**src/rtl/program_loader_if.sv**
```systemverilog
// Byte-stream input and instruction-memory write bus of program_loader.
// The master drives the byte stream; the slave (the loader) drives the write bus.
interface program_loader_if #(
  parameter int INS_SIZE  = 32,
  parameter int COUNTSIZE = 8
);
  logic [7:0]           inData;
  logic                 inValid;
  logic                 inReady;
  logic                 wrEnable;
  logic [COUNTSIZE-1:0] wrAddress;
  logic [INS_SIZE-1:0]  wrData;

  modport master (
    output inData, inValid,
    input  inReady, wrEnable, wrAddress, wrData
  );

  modport slave (
    input  inData, inValid,
    output inReady, wrEnable, wrAddress, wrData
  );
endinterface

```
**src/rtl/program_loader.sv**
```systemverilog
// Streams a program into instruction memory: header byte (word count, 0 = full depth),
// then 4 little-endian bytes per word. Optional trailing XOR checksum: PROGRAM_LOADER_CHECKSUM_EN.
module program_loader #(
  parameter int INS_SIZE   = 32,
  parameter int COUNTSIZE  = 8,
  parameter int INS_LENGTH = 256
) (
  input  logic            clk,
  input  logic            reset,
  input  logic            start,
  program_loader_if.slave bus,
  output logic            loadDone,
  output logic            loadError,
  output logic            cpuHold
);

  localparam int CW = COUNTSIZE + 1;

  typedef enum logic [2:0] {
    IDLE,
    HEADER,
    ASSEMBLE,
    WRITE,
    CHECK,
    DONE
  } stateType;

  stateType             state;
  stateType             nextState;
  logic [COUNTSIZE-1:0] wordCount;
  logic [COUNTSIZE-1:0] wordIndex;
  logic [1:0]           byteIndex;
  logic [INS_SIZE-1:0]  wordReg;
  logic [CW-1:0]        wordsTotal;
  logic                 lastWord;
  logic                 transfer;

  // A header of zero stands for a full-depth load.
  assign wordsTotal = (wordCount == '0) ? CW'(INS_LENGTH) : {1'b0, wordCount};
  assign lastWord   = ({1'b0, wordIndex} == (wordsTotal - CW'(1)));
  assign transfer   = bus.inValid & bus.inReady;

  assign bus.wrAddress = wordIndex;
  assign bus.wrData    = wordReg;

  // NOTE: sequential state uses non-blocking assignments so every register
  // samples pre-edge values regardless of statement order.
  always_ff @(posedge clk) begin
    if (!reset) state <= IDLE;
    else        state <= nextState;
  end

  always_comb begin
    // NOTE: every output gets a default before the case, so no path leaves
    // one unassigned and no latch is inferred.
    nextState    = state;
    bus.inReady  = 1'b0;
    bus.wrEnable = 1'b0;
    loadDone     = 1'b0;
    cpuHold      = 1'b1;
    unique case (state)
      IDLE: begin
        if (start) nextState = HEADER;
      end
      HEADER: begin
        bus.inReady = 1'b1;
        if (bus.inValid) nextState = ASSEMBLE;
      end
      ASSEMBLE: begin
        bus.inReady = 1'b1;
        if (bus.inValid && byteIndex == 2'd3) nextState = WRITE;
      end
      WRITE: begin
        bus.wrEnable = 1'b1;
        if (lastWord) begin
`ifdef PROGRAM_LOADER_CHECKSUM_EN
          nextState = CHECK;
`else
          nextState = DONE;
`endif
        end else begin
          nextState = ASSEMBLE;
        end
      end
`ifdef PROGRAM_LOADER_CHECKSUM_EN
      CHECK: begin
        bus.inReady = 1'b1;
        if (bus.inValid) nextState = DONE;
      end
`endif
      DONE: begin
        loadDone = 1'b1;
        cpuHold  = 1'b0;
        if (start) nextState = HEADER;
      end
      default: nextState = IDLE;
    endcase
  end

  // Datapath: counters and the word being assembled. A partial word is
  // dropped on reset because the FSM returns to IDLE and byteIndex restarts.
  always_ff @(posedge clk) begin
    if (!reset) begin
      wordCount <= '0;
      wordIndex <= '0;
      byteIndex <= '0;
      wordReg   <= '0;
    end else begin
      case (state)
        IDLE, DONE: begin
          if (start) begin
            wordIndex <= '0;
            byteIndex <= '0;
          end
        end
        HEADER: begin
          if (transfer) wordCount <= COUNTSIZE'(bus.inData);
        end
        ASSEMBLE: begin
          if (transfer) begin
            wordReg[{byteIndex, 3'b000} +: 8] <= bus.inData;
            byteIndex                        <= byteIndex + 2'd1;
          end
        end
        WRITE: begin
          wordIndex <= wordIndex + COUNTSIZE'(1);
        end
        default: ;
      endcase
    end
  end

`ifdef PROGRAM_LOADER_CHECKSUM_EN
  logic [7:0] checksum;
  logic       loadErrorReg;

  // Running XOR over payload bytes only; the header is excluded.
  always_ff @(posedge clk) begin
    if (!reset) begin
      checksum     <= '0;
      loadErrorReg <= 1'b0;
    end else begin
      case (state)
        IDLE, DONE: begin
          if (start) begin
            checksum     <= '0;
            loadErrorReg <= 1'b0;
          end
        end
        ASSEMBLE: begin
          if (transfer) checksum <= checksum ^ bus.inData;
        end
        CHECK: begin
          if (transfer && bus.inData != checksum) loadErrorReg <= 1'b1;
        end
        default: ;
      endcase
    end
  end

  assign loadError = loadErrorReg;
`else
  assign loadError = 1'b0;
`endif

endmodule

```
**src/flat_wrapper.sv**
```systemverilog
// flat-port wrapper written by rule: the top's interface ports become plain ports
module program_loader_flat 
#(
  parameter int INS_SIZE   = 32,
  parameter int COUNTSIZE  = 8,
  parameter int INS_LENGTH = 256
)
  (clk, reset, start, loadDone, loadError, cpuHold, bus_inData, bus_inValid, bus_inReady, bus_wrEnable, bus_wrAddress, bus_wrData);
  program_loader_if #(.INS_SIZE(INS_SIZE), .COUNTSIZE(COUNTSIZE)) bus_i ();
  input  logic clk;
  input  logic reset;
  input  logic start;
  output logic loadDone;
  output logic loadError;
  output logic cpuHold;
  input wire logic [$bits(bus_i.inData)-1:0] bus_inData;
  input wire logic [$bits(bus_i.inValid)-1:0] bus_inValid;
  output wire logic [$bits(bus_i.inReady)-1:0] bus_inReady;
  output wire logic [$bits(bus_i.wrEnable)-1:0] bus_wrEnable;
  output wire logic [$bits(bus_i.wrAddress)-1:0] bus_wrAddress;
  output wire logic [$bits(bus_i.wrData)-1:0] bus_wrData;
  assign bus_i.inData = bus_inData;
  assign bus_i.inValid = bus_inValid;
  assign bus_inReady = bus_i.inReady;
  assign bus_wrEnable = bus_i.wrEnable;
  assign bus_wrAddress = bus_i.wrAddress;
  assign bus_wrData = bus_i.wrData;
  program_loader #(.INS_SIZE(INS_SIZE), .COUNTSIZE(COUNTSIZE), .INS_LENGTH(INS_LENGTH)) u_core (.clk(clk), .reset(reset), .start(start), .bus(bus_i), .loadDone(loadDone), .loadError(loadError), .cpuHold(cpuHold));
endmodule
```
**config.mk**
```make
export PLATFORM = sky130hd
export DESIGN_NAME = program_loader_flat
export DESIGN_NICKNAME = d
export VERILOG_FILES = /design/src/rtl/program_loader_if.sv /design/src/rtl/program_loader.sv /design/src/flat_wrapper.sv
export SDC_FILE = /design/constraint.sdc
export NUM_CORES = 1
export LEC_CHECK = 0
export BUFFER_PORTS_ARGS = -buffer_cell sky130_fd_sc_hd__buf_2
export CAP_MARGIN = 25
export CORE_MARGIN = 2
export CORE_UTILIZATION = 40
export CTS_CLUSTER_DIAMETER = 120
export DETAILED_ROUTE_END_ITERATION = 7
export PLACE_DENSITY = 0.74
export SYNTH_ARGS = -nofsm -noshare
export SYNTH_HDL_FRONTEND = slang
export SYNTH_SLANG_ARGS = --single-unit
```
**constraint.sdc**
```tcl
create_clock -name clk -period 1.7 [get_ports clk]
set_input_delay 0.085 -clock clk [delete_from_list [all_inputs] [get_ports clk]]
set_output_delay 0.085 -clock clk [all_outputs]
set_load 0.005 [all_outputs]
```
==> report_table.html <==
<table>
<tr><th>Metric</th><th>Value</th></tr>
<tr><th colspan="2">Cells and area</th></tr>
<tr><td>Final net count</td><td>414</td></tr>
<tr><td>Antenna Cells</td><td>0</td></tr>
<tr><td>Layout cell share with drive strength beyond 1</td><td>0.3063</td></tr>
<tr><td>Area Overhead vs Synth</td><td>26.78%</td></tr>
<tr><td>Filler-free cell count of the finished design</td><td>472</td></tr>
<tr><td>Most frequent cells in the layout</td><td>sky130_fd_sc_hd__buf_2, sky130_fd_sc_hd__dfxtp_1, sky130_fd_sc_hd__nand2_1, sky130_fd_sc_hd__nand3_1, sky130_fd_sc_hd__a21boi_0</td></tr>
<tr><td>Commonest non-fill, non-tap cell in the layout</td><td>sky130_fd_sc_hd__buf_2</td></tr>
<tr><th colspan="2">Pwr</th></tr>
<tr><td>P_leak</td><td>1.424 nW</td></tr>
<tr><td>VDD IR-drop max</td><td>0.3833 mV</td></tr>
<tr><td>Power density relative to cell area</td><td>739.5 mW/mm^2</td></tr>
<tr><th colspan="2">Detailed routing</th></tr>
<tr><td>Number of remaining DRC errors</td><td>0</td></tr>
<tr><td>Final Routed Wirelength</td><td>7110 microns</td></tr>
<tr><td>Via count</td><td>2,518</td></tr>
<tr><td>Vias per inst</td><td>5.335</td></tr>
<tr><td>First DRT Iteration DRCs</td><td>152</td></tr>
<tr><td>Number of detailed-route iterations in the first pass</td><td>4</td></tr>
<tr><td>Wire length per cell after detailed routing</td><td>15.06 microns</td></tr>
<tr><td>Post-detailed-route count of antenna-violating nets</td><td>0</td></tr>
<tr><th colspan="2">Outcome</th></tr>
<tr><td>Run status</td><td>complete, but fails checks</td></tr>
<tr><td>Failing checks</td><td>negative setup slack</td></tr>
<tr><th colspan="2">STA</th></tr>
<tr><td>Worst hold slack</td><td>0.09882 ns</td></tr>
<tr><td>Final worst-path cycle share</td><td>1.036</td></tr>
<tr><td>Final worst path period need</td><td>1.761 ns</td></tr>
<tr><td>Final setup violation count</td><td>4</td></tr>
<tr><td>Unrepaired setup endpoints after global routing</td><td>yes</td></tr>
<tr><td>Final Worst Setup Slack</td><td>-0.06077 ns</td></tr>
<tr><td>Total count of hold-check failures in the final report</td><td>0</td></tr>
<tr><td>Final slew viol count</td><td>0</td></tr>
<tr><td>Post-Route Skew</td><td>0.01305 ns</td></tr>
<tr><td>Max Clk Rate</td><td>567.9 MHz</td></tr>
<tr><th colspan="2">Die</th></tr>
<tr><td>CORE AREA</td><td>0.006422 sq mm</td></tr>
<tr><td>Horizontal die dimension</td><td>85.95 microns</td></tr>
<tr><td>Count of pins on the block boundary</td><td>57</td></tr>
<tr><td>Full die area</td><td>0.007387 sq mm</td></tr>
<tr><td>Count of standard-cell rows</td><td>29</td></tr>
<tr><td>Initial Utilization</td><td>0.4183</td></tr>
<tr><td>Height of the die</td><td>85.95 microns</td></tr>
<tr><th colspan="2">Logic synthesis</th></tr>
<tr><td>Number of flops mapped to enable cells by yosys</td><td>0</td></tr>
<tr><td>Synth Flop Type</td><td>sky130_fd_sc_hd__dfxtp_1</td></tr>
<tr><td>Number of register bits inferred by synthesis</td><td>53</td></tr>
<tr><td>Post-synthesis instance total</td><td>321</td></tr>
<tr><td>Fraction of registers with async set or reset after synthesis</td><td>0</td></tr>
<tr><td>Mean instance size in the synthesized netlist</td><td>8.369 sq um</td></tr>
<tr><td>Area of the mapped netlist</td><td>0.002686 sq mm</td></tr>
<tr><td>Net count of the mapped netlist</td><td>341</td></tr>
<tr><td>Seq/Total Area, Yosys</td><td>0.3950</td></tr>
<tr><td>Number of library cell types mapped by synthesis</td><td>51</td></tr>
<tr><td>Number of synthesis warnings</td><td>0</td></tr>
<tr><th colspan="2">Worst setup path</th></tr>
<tr><td>CP Data Required Time</td><td>1.92 ns</td></tr>
<tr><td>Maximum fanout encountered on the critical timing path</td><td>4</td></tr>
<tr><td>Data arrival at the endpoint of the critical path</td><td>1.98 ns</td></tr>
<tr><td>Sequence of cells on the critical path</td><td>xor2_1, nand3_1, or4_4, o311ai_4, nand3_2, a41oi_2</td></tr>
<tr><td>Kind of start point of the critical path</td><td>flop</td></tr>
<tr><td>Crit-path max cell delay</td><td>0.54 ns</td></tr>
<tr><td>Startpoint-to-endpoint class of the critical path</td><td>flop to flop</td></tr>
<tr><td>Slowest stage cell, crit path</td><td>sky130_fd_sc_hd__or4_4</td></tr>
<tr><td>Type of destination of the critical path</td><td>flop</td></tr>
<tr><th colspan="2">Global routing</th></tr>
<tr><td>Met2 usage in global routing</td><td>0.3058</td></tr>
<tr><td>Global-route wire length before repair</td><td>11,270 microns</td></tr>
<tr><td>Global-route layer with the greatest usage</td><td>met2</td></tr>
<tr><td>Maximum number of pins on one net before global-route repair</td><td>29</td></tr>
<tr><td>Number of global-route vias before repair</td><td>2,405</td></tr>
<tr><td>Overall fraction of global-route tracks in use</td><td>0.1892</td></tr>
<tr><td>Overall overflow remaining after global route</td><td>0</td></tr>
<tr><td>Initial antenna violation count</td><td>0</td></tr>
<tr><td>Grt met3 use</td><td>0.04139</td></tr>
<tr><td>GRT met1 Usage</td><td>0.2562</td></tr>
<tr><th colspan="2">Place</th></tr>
<tr><td>Placed insts</td><td>462</td></tr>
<tr><td>Weighted congestion reported at the end of routability-driven placement</td><td>0.8764</td></tr>
<tr><td>Hpwl dp</td><td>4896 microns</td></tr>
<tr><td>Count of buffers inserted at the top-level ports</td><td>55</td></tr>
<tr><th colspan="2">Clock tree</th></tr>
<tr><td>Deepest clock path buffer count</td><td>2</td></tr>
<tr><td>Clock transition time at the flip-flop clock pins of the worst setup and hold paths</td><td>0.10 ns</td></tr>
<tr><td>Number of clock buffers inserted by TritonCTS</td><td>5</td></tr>
<tr><td>Number of clock sinks</td><td>53</td></tr>
<tr><td>H-tree levels</td><td>2</td></tr>
<tr><td>Clock root buffer</td><td>sky130_fd_sc_hd__clkbuf_8</td></tr>
<tr><td>Count of hold buffers inserted by post-cts repair</td><td>0</td></tr>
<tr><td>Clock tree from TritonCTS</td><td>done</td></tr>
<tr><td>Clock latency at the later pin of the worst-skew pair</td><td>0.31 ns</td></tr>
<tr><th colspan="2">Flow run</th></tr>
<tr><td># Max-Cap Violations</td><td>0</td></tr>
<tr><th colspan="2">Min path</th></tr>
<tr><td>HP Class</td><td>input pin to flop</td></tr>
</table>
[per-stage QoR]
stage	util	setup WS (ns)	area, sq um	power (mW)	setup TNS, ns
after global routing	0.5303	-0.1258	3406	2.632	-0.5422
after global placement	0.4929	-0.03173	3166	1.720	-0.04956
after floorplan	-	-0.01788	2698	1.595	-0.4309
after CTS	0.5151	-0.02059	3308	2.486	-0.02059
final	0.5303	-0.06077	3406	2.518	-0.09487
after detailed placement	0.4929	-0.09940	3166	1.730	-0.1885
[kinds of logic (layout without fill, tap and decap cells)]
logic type | count (synthesis) | after routing | share of synthesized area
compound gates | 71 | 71 | 0.1886
xor+xnor | 13 | 13 | 0.04239
fa+ha+maj | 8 | 8 | 0.03726
buf+inv | 29 | 103 | 0.05496
flops | 53 | 53 | 0.3950
mux | 7 | 7 | 0.02655
other cells | 1 | 1 | 0.001396
simple gates | 139 | 139 | 0.2539
[path summary, 6_finish.rpt]
kind	slack (ns)	depth (start not counted)	to	start
setup / recovery	-0.06	6	u_core.state[0]	u_core.wordCount[7]
hold / removal	0.1	3	u_core.bus.wrData[4]	bus_inData[4]
hold reg to reg	0.46	2	u_core.bus.wrData[18]	u_core.bus.wrData[18]
setup reg to reg	-0.06	6	u_core.state[0]	u_core.wordCount[7]
[cell usage after synthesis (4+ instances only)]
| cell type | n | share of area |
|---|---|---|
| sky130_fd_sc_hd__nor2b_1 | 9 | 0.021 |
| sky130_fd_sc_hd__inv_1 | 11 | 0.015 |
| sky130_fd_sc_hd__nand2_1 | 46 | 0.064 |
| sky130_fd_sc_hd__dfxtp_1 | 53 | 0.39 |
| sky130_fd_sc_hd__nor2_1 | 16 | 0.022 |
| sky130_fd_sc_hd__clkbuf_1 | 11 | 0.015 |
| sky130_fd_sc_hd__a31oi_1 | 4 | 0.0093 |
| sky130_fd_sc_hd__and2_1 | 6 | 0.014 |
| sky130_fd_sc_hd__xor2_1 | 5 | 0.016 |
| sky130_fd_sc_hd__a21boi_0 | 34 | 0.095 |
| sky130_fd_sc_hd__xnor2_1 | 8 | 0.026 |
| sky130_fd_sc_hd__nand3_1 | 39 | 0.073 |
| sky130_fd_sc_hd__mux2i_1 | 6 | 0.022 |
| sky130_fd_sc_hd__ha_1 | 8 | 0.037 |
| sky130_fd_sc_hd__o21ai_0 | 6 | 0.011 |
| sky130_fd_sc_hd__a21oi_1 | 9 | 0.017 |
| sky130_fd_sc_hd__and3_1 | 7 | 0.016 |
[power breakdown]
part	switching, mW	internal [mW]
Combinational	0.249	0.218
Clock	0.416	0.331
Sequential	0.0360	1.27
Total	0.701	1.82
[layer usage]
layer | vias up | part of all wire
li1 | 1258 | -
met4 | 0 | 0.0059
met2 | 76 | 0.47
met5 | - | 0
met1 | 1179 | 0.47
met3 | 5 | 0.054
[layout make-up]
cell class              count  area (sq um)
multi-input cells         239          1608
flip-flops and latches     53          1066
clock inverters             2         13.76
fillers                   591          3017
inverters                  11         46.29
well taps                  77         96.34
clock buffers               6         82.58
repair buffers             84         493.0
[state kept, by name, summed over array words and instances (netlist names)]
| register | flops |
|---|---|
| u_core.byteIndex | 2 |
| u_core.bus.wrData | 32 |
| u_core.wordCount | 8 |
| u_core.bus.wrAddress | 8 |
| u_core.state | 3 |
[critical path, delay by kind of cell, from the launching register on]
kind                      cells  cell delay (ns)
AOI/OAI and AO/OA             2             0.31
xor gates and xnor gates      1             0.22
and+or+nand+nor               3             0.77
DFF                           1             0.38
[timing repair]
action                                  4_1_cts  5_1_grt
pin swaps                                     5        7
endpoints found under the setup margin        3       38
setup buffers                                 1        1
gates resized for setup                      10       19
gates cloned                                  0        0
(Power assumes the default switching activity.)
